**src/rtl/alu_pkg.sv**
```systemverilog
// alu_pkg: function codes shared by the ALU output mux and the Hi/Lo divider, plus divider FSM states.
// Latency: n/a (types and constants only).
// Backpressure: n/a.
package alu_pkg;

  // Function codes presented on the Signal bus
  localparam logic [5:0] FN_AND  = 6'b100100;
  localparam logic [5:0] FN_OR   = 6'b100101;
  localparam logic [5:0] FN_ADD  = 6'b100000;
  localparam logic [5:0] FN_SUB  = 6'b100010;
  localparam logic [5:0] FN_SLT  = 6'b101010;
  localparam logic [5:0] FN_SLL  = 6'b000000;
  localparam logic [5:0] FN_DIVU = 6'b011011;
  localparam logic [5:0] FN_MFHI = 6'b010000;
  localparam logic [5:0] FN_MFLO = 6'b010010;

  typedef enum logic [1:0] {
    IDLE = 2'd0,
    CALC = 2'd1,
    DONE = 2'd2
  } divu_state_t;

endpackage

```
**src/rtl/divu_hilo.sv**
```systemverilog
// divu_hilo: WIDTH-step restoring unsigned divider; quotient -> LoOut, remainder -> HiOut.
// Latency: start edge E0, HiOut/LoOut and done at E0+WIDTH, next start accepted at E0+WIDTH+1.
// Backpressure: none; DIVU codes arriving while busy are dropped, the controller stalls on busy.
module divu_hilo
  import alu_pkg::*;
#(
  parameter int WIDTH = 32
) (
  input  logic             clk,
  input  logic             rst_n,
  input  logic [WIDTH-1:0] dataA,
  input  logic [WIDTH-1:0] dataB,
  input  logic [5:0]       Signal,
  output logic [WIDTH-1:0] HiOut,
  output logic [WIDTH-1:0] LoOut,
  output logic             busy,
  output logic             done
);

  localparam int            CW   = $clog2(WIDTH);
  localparam logic [CW-1:0] LAST = CW'(WIDTH - 1);

  divu_state_t      state_q, state_d;
  logic [WIDTH:0]   rem_q, rem_d;      // extra MSB carries the trial-subtract sign
  logic [WIDTH-1:0] quo_q, quo_d;
  logic [WIDTH-1:0] dvs_q, dvs_d;
  logic [WIDTH-1:0] hi_q, hi_d;
  logic [WIDTH-1:0] lo_q, lo_d;
  logic [CW-1:0]    cnt_q, cnt_d;
  logic             busy_q, busy_d;
  logic             done_q, done_d;

  logic [2*WIDTH:0] shifted;
  logic [WIDTH:0]   rem_sh;
  logic [WIDTH:0]   trial;
  logic [WIDTH:0]   step_rem;
  logic [WIDTH-1:0] step_quo;
  logic             start;

  assign start = (Signal == FN_DIVU);

  // One restoring step: shift {rem, quo} left, trial-subtract, keep or restore
  always_comb begin
    shifted  = {rem_q, quo_q} << 1;
    rem_sh   = shifted[2*WIDTH:WIDTH];
    trial    = rem_sh - {1'b0, dvs_q};
    step_rem = trial[WIDTH] ? rem_sh : trial;
    step_quo = shifted[WIDTH-1:0] | {{(WIDTH-1){1'b0}}, ~trial[WIDTH]};
  end

  // Next-state logic; DONE's exit edge doubles as the first IDLE sampling edge,
  // which is what gives the one-divide-per-(WIDTH+1)-cycles back-to-back rate
  always_comb begin
    state_d = state_q;
    rem_d   = rem_q;
    quo_d   = quo_q;
    dvs_d   = dvs_q;
    cnt_d   = cnt_q;
    hi_d    = hi_q;
    lo_d    = lo_q;
    busy_d  = busy_q;
    done_d  = 1'b0;
    case (state_q)
      IDLE, DONE: begin
        state_d = IDLE;
        busy_d  = 1'b0;
        if (start) begin
          state_d = CALC;
          quo_d   = dataA;
          dvs_d   = dataB;
          rem_d   = '0;
          cnt_d   = '0;
          busy_d  = 1'b1;
        end
      end
      CALC: begin
        rem_d = step_rem;
        quo_d = step_quo;
        cnt_d = cnt_q + CW'(1);
        if (cnt_q == LAST) begin
          state_d = DONE;
          busy_d  = 1'b0;
          done_d  = 1'b1;
          hi_d    = step_rem[WIDTH-1:0];
          lo_d    = step_quo;
        end
      end
      default: begin
        state_d = IDLE;
        busy_d  = 1'b0;
      end
    endcase
  end

  // State and registered outputs; reset clears results so an aborted divide reads 0
  always_ff @(posedge clk or negedge rst_n) begin
    if (!rst_n) begin
      state_q <= IDLE;
      rem_q   <= '0;
      quo_q   <= '0;
      dvs_q   <= '0;
      cnt_q   <= '0;
      hi_q    <= '0;
      lo_q    <= '0;
      busy_q  <= 1'b0;
      done_q  <= 1'b0;
    end else begin
      state_q <= state_d;
      rem_q   <= rem_d;
      quo_q   <= quo_d;
      dvs_q   <= dvs_d;
      cnt_q   <= cnt_d;
      hi_q    <= hi_d;
      lo_q    <= lo_d;
      busy_q  <= busy_d;
      done_q  <= done_d;
    end
  end

  assign HiOut = hi_q;
  assign LoOut = lo_q;
  assign busy  = busy_q;
  assign done  = done_q;

endmodule
```
**config.mk**
```make
export PLATFORM = sky130hd
export DESIGN_NAME = divu_hilo
export DESIGN_NICKNAME = d
export VERILOG_FILES = /design/src/rtl/alu_pkg.sv /design/src/rtl/divu_hilo.sv
export SDC_FILE = /design/constraint.sdc
export NUM_CORES = 1
export LEC_CHECK = 0
export CORE_UTILIZATION = 49
export CTS_CLUSTER_SIZE = 10
export DETAILED_ROUTE_END_ITERATION = 10
export HOLD_SLACK_MARGIN = 0.03
export PLACE_DENSITY = 0.83
export SLEW_MARGIN = 25
export SYNTH_ARGS = -nofsm -noshare
export SYNTH_HDL_FRONTEND = slang
export SYNTH_SLANG_ARGS = --single-unit
```
**constraint.sdc**
```tcl
create_clock -name clk -period 2.6 [get_ports clk]
set_input_delay 0.39 -clock clk [delete_from_list [all_inputs] [get_ports clk]]
set_output_delay 0.39 -clock clk [all_outputs]
set_load 0.02 [all_outputs]
```
Yosys cells after proc, flatten, opt, wreduce, memory -nomap -nowiden
Index checks and enable logic that the tools add are counted.

Register bits after elaboration: 169. Input port bits: 72. Output and inout port bits: 66. Logic and storage cells: 40.

$add $sub $neg: 2. Equality and inequality tests: 6. Mux-type cells: 15. Bitwise logic cells: 2. Reduce and logical (&&, ||, !) cells: 6.

Operators by type and width (number): $pmux 32 s2 (2); $mux 32 (3); $sub 33x32->33 (1); $or 32x1->32 (1); $pmux 5 s2 (1); $eq 6x5->1 const B (1); $reduce_and 2->1 (3); $add 5x1->5 const B (1); $eq 5x5->1 const B (1); $mux 1 (5); $mux 5 (1); $ne 2x2->1 const B (2); $pmux 2 s2 (1); $eq 2x1->1 const B (1); $eq 2x2->1 const B (1); $logic_not 2->1 (1); $mux 2 (1); $pmux 1 s2 (1); $reduce_bool 2->1 (1); $reduce_or 2->1 (1); $not 1->1 (1).

Depth between registers and ports, before layout
Depth after elaboration: 4. Mapped depth: 15. Depth with buffers taken out: 12.

Least setup slack after synthesis
OpenSTA, ideal clock, no wires.

Path kind: reg2reg. From: register quo_q[31]. To: register hi_q[29], in the netlist HiOut[29]. Setup time: 0.134 ns. Arrival: 2.561 ns. Required time: 2.466 ns. Slack: -0.095 ns. Cell stages (with the launch flop): 16. Path buffers: 3. Period minus slack after synthesis: 2.695 ns. Cells stage by stage: dfrtp_1 inv_1 ha_1 inv_1 fa_1 a21oi_1 o211ai_2 a21oi_4 o2111ai_2 a21o_1 and2_4 buf_6 buf_8 buf_8 nor2_2 o31ai_2.

Word-level cells in the longest chain between the ends: 2.

Ends and longest elaborated chain: start: declaration (line divu_hilo.sv:25) `logic [WIDTH-1:0] quo_q, quo_d;`; start signal: assignment (line divu_hilo.sv:110) `quo_q <= quo_d;`; $sub 33x32->33 (line divu_hilo.sv:46) `trial = rem_sh - {1'b0, dvs_q};`; $mux 32 (line divu_hilo.sv:47) `step_rem = trial[WIDTH] ? rem_sh : trial;`; end signal: assignment (line divu_hilo.sv:113) `hi_q <= hi_d;`; end: declaration (line divu_hilo.sv:27) `logic [WIDTH-1:0] hi_q, hi_d;`.

Every way passes these cells. A chain may end at the register's enable or synchronous reset.

Worst setup path after layout
From: register quo_q[31]. To: register rem_q[22].

Word-level cells in the longest chain between the ends: 3.

Ends and longest elaborated chain: $sub 33x32->33 (line divu_hilo.sv:46); $mux 32 (line divu_hilo.sv:47); $pmux 32 s2 (line divu_hilo.sv:63) `case (state_q)`; end signal: assignment (line divu_hilo.sv:109) `rem_q <= rem_d;`; end: declaration (line divu_hilo.sv:24) `logic [WIDTH:0] rem_q, rem_d;`.

Every way passes these cells.

==> reports/qor.csv <==
stage,metric,value,unit
die,row_count,48,
synth,synth_nets,1067,
power_and_ir_drop,seqPwrFrac,28.7,%
timing,skew,12.5,ps
final_layout,fin_area,0.0120,mm²
die,die_w,135,µm
power_and_ir_drop,p_per_area,1160,mW/mm²
synth,synth-compound-area-share,17.2,%
timing,fmax,366,MHz
drt,drt-total-wl,25100,µm
worst_setup_path,required,2890,ps
status,violations,setup timing,
timing,slew_headroom,49.2,%
flow_run,drv_cap,0,
synth,avgSynthCellArea,8.99,µm²
power_and_ir_drop,peakVddDrop,721,µV
worst_setup_path,crit_top_cell,inv_2,
clock_tree,cts_root_buf,clkbuf_16,
worst_setup_path,endpoint_kind,flop,
worst_setup_path,crit_buf_inv,3,
grt,track_usage,27.1,%
clock_tree,cts_htree_levels,4,
grt,grt_start_max_net_pins,65,
drt,postRouteAntennaNets,0,
timing,fin_crit,2730,ps
synth,synth_top_family_by_area,simple AND/OR/NAND/NOR gates,
worst_setup_path,crit_path_max_fanout,7,
final_layout,fin_nets,1253,
timing,fin_ws,-131,ps
power_and_ir_drop,leakage,5.28,nW
power_and_ir_drop,clockPowerShare,19.1,%
grt,antenna_found_initial,0,
grt,grt_overflow,0,
placed_design,gp_congestion,0.944,
synth,synth.ff_latch_count,169,
synth,synthArstFlopShare,100,%
worst_setup_path,crit_chain,"inv_2, ha_4, inv_2, fa_2, a21oi_2, o211ai_2, a21oi_4, o2111ai_2, nand3_1, and2_4, buf_12, mux2i_4, o21ai_2",
drt,avgViaCountPerCell,5.68,
placed_design,port_buffers,137,
die,io_pins,138,
power_and_ir_drop,sw_frac_of_total,40.2,%
timing,grt_setup_unrepaired,yes,
clock_tree,cts_buffer_depth,2,
timing,slew_viol_final,0,
status,status,finished with violations,
die,dieArea,0.0182,mm²
timing,setup_violations,62,
placed_design,placed_area,0.0106,mm²
synth,ys_warn_count,0,
drt,drcViolationCount,0,
worst_setup_path,rrSetupSlack,-130,ps
synth,ys_types,62,
worst_hold_path,min_path_type,flop to flop,
worst_setup_path,worstSetupStartpointType,flop,
drt,num_vias,7860,
worst_setup_path,cp_top_family,compound AO/OA/AOI/OAI gates,
synth,synth-xor-area-share,2.84,%
clock_tree,clk_pin_slew,70,ps
placed_design,hpwl,15300,µm
grt,grt_first_pass_wirelength,38500,µm
power_and_ir_drop,switching_power,5.59,mW
worst_setup_path,cp.arrival,3020,ps
clock_tree,cts.sinks,169,
synth,postSynth.topFlopCell,dfrtp_1,
synth,synth_edf_count,0,
clock_tree,clkLatencyLatePin,440,ps
die,die_h,135,µm
worst_setup_path,crit_slowest_cell,dfrtp_1,
die,start_util,50.1,%
synth,ys_seq_area_share,49.0,%
placed_design,dp_slack,-102,ps
timing,fin_hold_ws,475,ps
power_and_ir_drop,p_comb_share,52.2,%
final_layout,antenna_cells,0,
grt,grt_pass1_vias,7529,
drt,wl_per_cell,18.2,µm
final_layout,area_delta_synth_final,38.7,%
synth,synthCells,960,
synth,synth.area.mux_share,3.13,%
timing,final-hold-violation-count,0,
timing,fin_crit_sh,105,%
worst_setup_path,path_class,flop to flop,
worst_setup_path,cp_slowest_stage_delay,390,ps
power_and_ir_drop,p_int,8.32,mW
clock_tree,cts_buffers,17,
die,core-area,0.0172,mm²
final_layout,drive_above_1_share,18.1,%
timing,worstMarginPinSlew,761,ps
drt,firstDrtPassIters,5,
synth,yosys.area_share.simple,18.0,%
drt,dr.first_iter.drc_count,588,
synth,synth_area,0.00863,mm²
synth,synth_fa_ha_area_share,5.16,%
clock_tree,cts_tree,yes,
==> state kept, by name, indices dropped and copies added, names as in the netlist <==
signal and flops:
HiOut 32, LoOut 32, busy 1, cnt_q 5, done 1, dvs_q 32, quo_q 32, rem_q 32
state_q 2
==> metal layers <==
layer	global-route usage (%)	up-vias	share of wire, %
met5	0	-	0
met4	10.5	0	3.4
met3	4.28	69	5.2
met2	44.1	319	49
met1	36.6	3806	42
li1	-	3666	-
==> kinds of logic after synthesis <==
group | Yosys count
compound gates | 245
buf+inv | 94
flops | 169
xor+xnor | 28
fa+ha+maj | 35
simple gates | 362
mux | 27
==> metrics by stage <==
step	std cells	power [mW]	utilization [%]	TNS (ps)
floorplan	960	7.53	-	-248
global placement	1335	9.27	61.7	0
detailed placement	1335	9.44	61.7	-2700
CTS	1378	12.8	67.1	-485
global route	1384	14.6	69.4	-10280
finish	1384	13.9	69.4	-3590
==> timing repair <==
| item | 4_1_cts | 5_1_grt |
|---|---|---|
| endpoints found under the hold margin | 62 | 0 |
| setup endpoints to repair | 60 | 66 |
| resized for setup | 54 | 92 |
| cloned | 2 | 1 |
| hold buffers | 1 | 0 |
| pin swaps | 20 | 14 |
| setup buffers | 8 | 7 |
==> final timing paths <==
check                      cells after the start      start   endpoint
setup / recovery                              13  quo_q[31]  rem_q[22]
hold / removal                                 2  LoOut[20]  LoOut[20]
setup reg to reg                              13  quo_q[31]  rem_q[22]
hold reg to reg                                2  LoOut[20]  LoOut[20]
max in group asynchronous                      3      rst_n  quo_q[30]
min in group asynchronous                      2      rst_n  dvs_q[24]
==> area by class of cell <==
class | count | area (µm²)
inverters | 40 | 150
multi-input cells | 697 | 4560
clock inverters | 13 | 169
clock buffers | 19 | 443
fillers | 1217 | 5270
flip-flops and latches | 169 | 4230
well taps | 225 | 282
repair buffers | 221 | 2140
==> power groups by stage <==
stage	logic (mW)	registers, mW	clock network (mW)
global route	7.77	4.06	2.78
global placement	5.37	3.90	0
floorplan	3.62	3.92	0
detailed placement	5.53	3.91	0
CTS	6.19	3.92	2.68
finish	7.26	3.99	2.66
==> cell usage after synthesis (2+ instances only) <==
| library cell | n | area, µm² |
|---|---|---|
| nand2_1 | 199 | 747 |
| dfrtp_1 | 169 | 4230 |
| o21ai_0 | 118 | 591 |
| nor2_1 | 80 | 300 |
| nand3_1 | 41 | 205 |
| inv_1 | 39 | 146 |
| a21oi_1 | 37 | 185 |
| clkbuf_1 | 37 | 139 |
| ha_1 | 34 | 425 |
| o22ai_1 | 31 | 194 |
| mux2i_1 | 27 | 270 |
| xnor2_1 | 20 | 175 |
| a21o_1 | 11 | 82.6 |
| buf_1 | 8 | 30.0 |
| nand4_1 | 8 | 50.1 |
| xor2_1 | 8 | 70.1 |
| nand3b_1 | 6 | 45.0 |
| o21ai_1 | 6 | 30.0 |
| o21bai_1 | 5 | 37.5 |
| and3_1 | 4 | 25.0 |
| buf_2 | 4 | 20.0 |
| o211ai_1 | 4 | 30.0 |
| a211oi_1 | 3 | 22.5 |
| a21oi_2 | 3 | 26.3 |
| buf_6 | 3 | 33.8 |
| nand2_2 | 3 | 18.8 |
| nand2b_1 | 3 | 18.8 |
| nor2b_1 | 3 | 18.8 |
| nor3_1 | 3 | 15.0 |
| nor3b_1 | 3 | 22.5 |
| o211ai_2 | 3 | 37.5 |
| a21boi_0 | 2 | 15.0 |
| buf_8 | 2 | 30.0 |
| o211a_1 | 2 | 20.0 |
| o21a_1 | 2 | 15.0 |
| o31ai_1 | 2 | 15.0 |
| o31ai_2 | 2 | 25.0 |
==> worst reg2reg max path: stages, from the launching register on <==
cell	delay, ps
dfrtp_1	390
inv_2	90
ha_4	130
inv_2	40
fa_2	360
a21oi_2	170
o211ai_2	140
a21oi_4	160
o2111ai_2	130
nand3_1	130
and2_4	280
buf_12	180
mux2i_4	290
o21ai_2	110
==> cells in the final DEF, fill, tap and decap left out, drive strengths merged, types with 2 or more instances in the layout <==
cell             n
o21bai           5
o21ai          125
nand3b           6
nor2b            3
xor2             8
dfrtp          169
a21o            11
nor3b            3
clkdlybuf4s50  136
ha              34
o211a            2
nand4            8
mux2i           27
a211oi           4
and3             4
and2             2
o22ai           31
nor3             3
nor2            81
nand2b           3
o211ai           7
clkbuf          20
o31ai            4
clkinv           5
a21boi           3
inv             42
xnor2           20
buf             83
clkinvlp         3
a21oi           41
a2bb2oi          2
bufinv           3
o21a             2
nand3           41
nand2          202
Power figures use the tool's default switching activity.
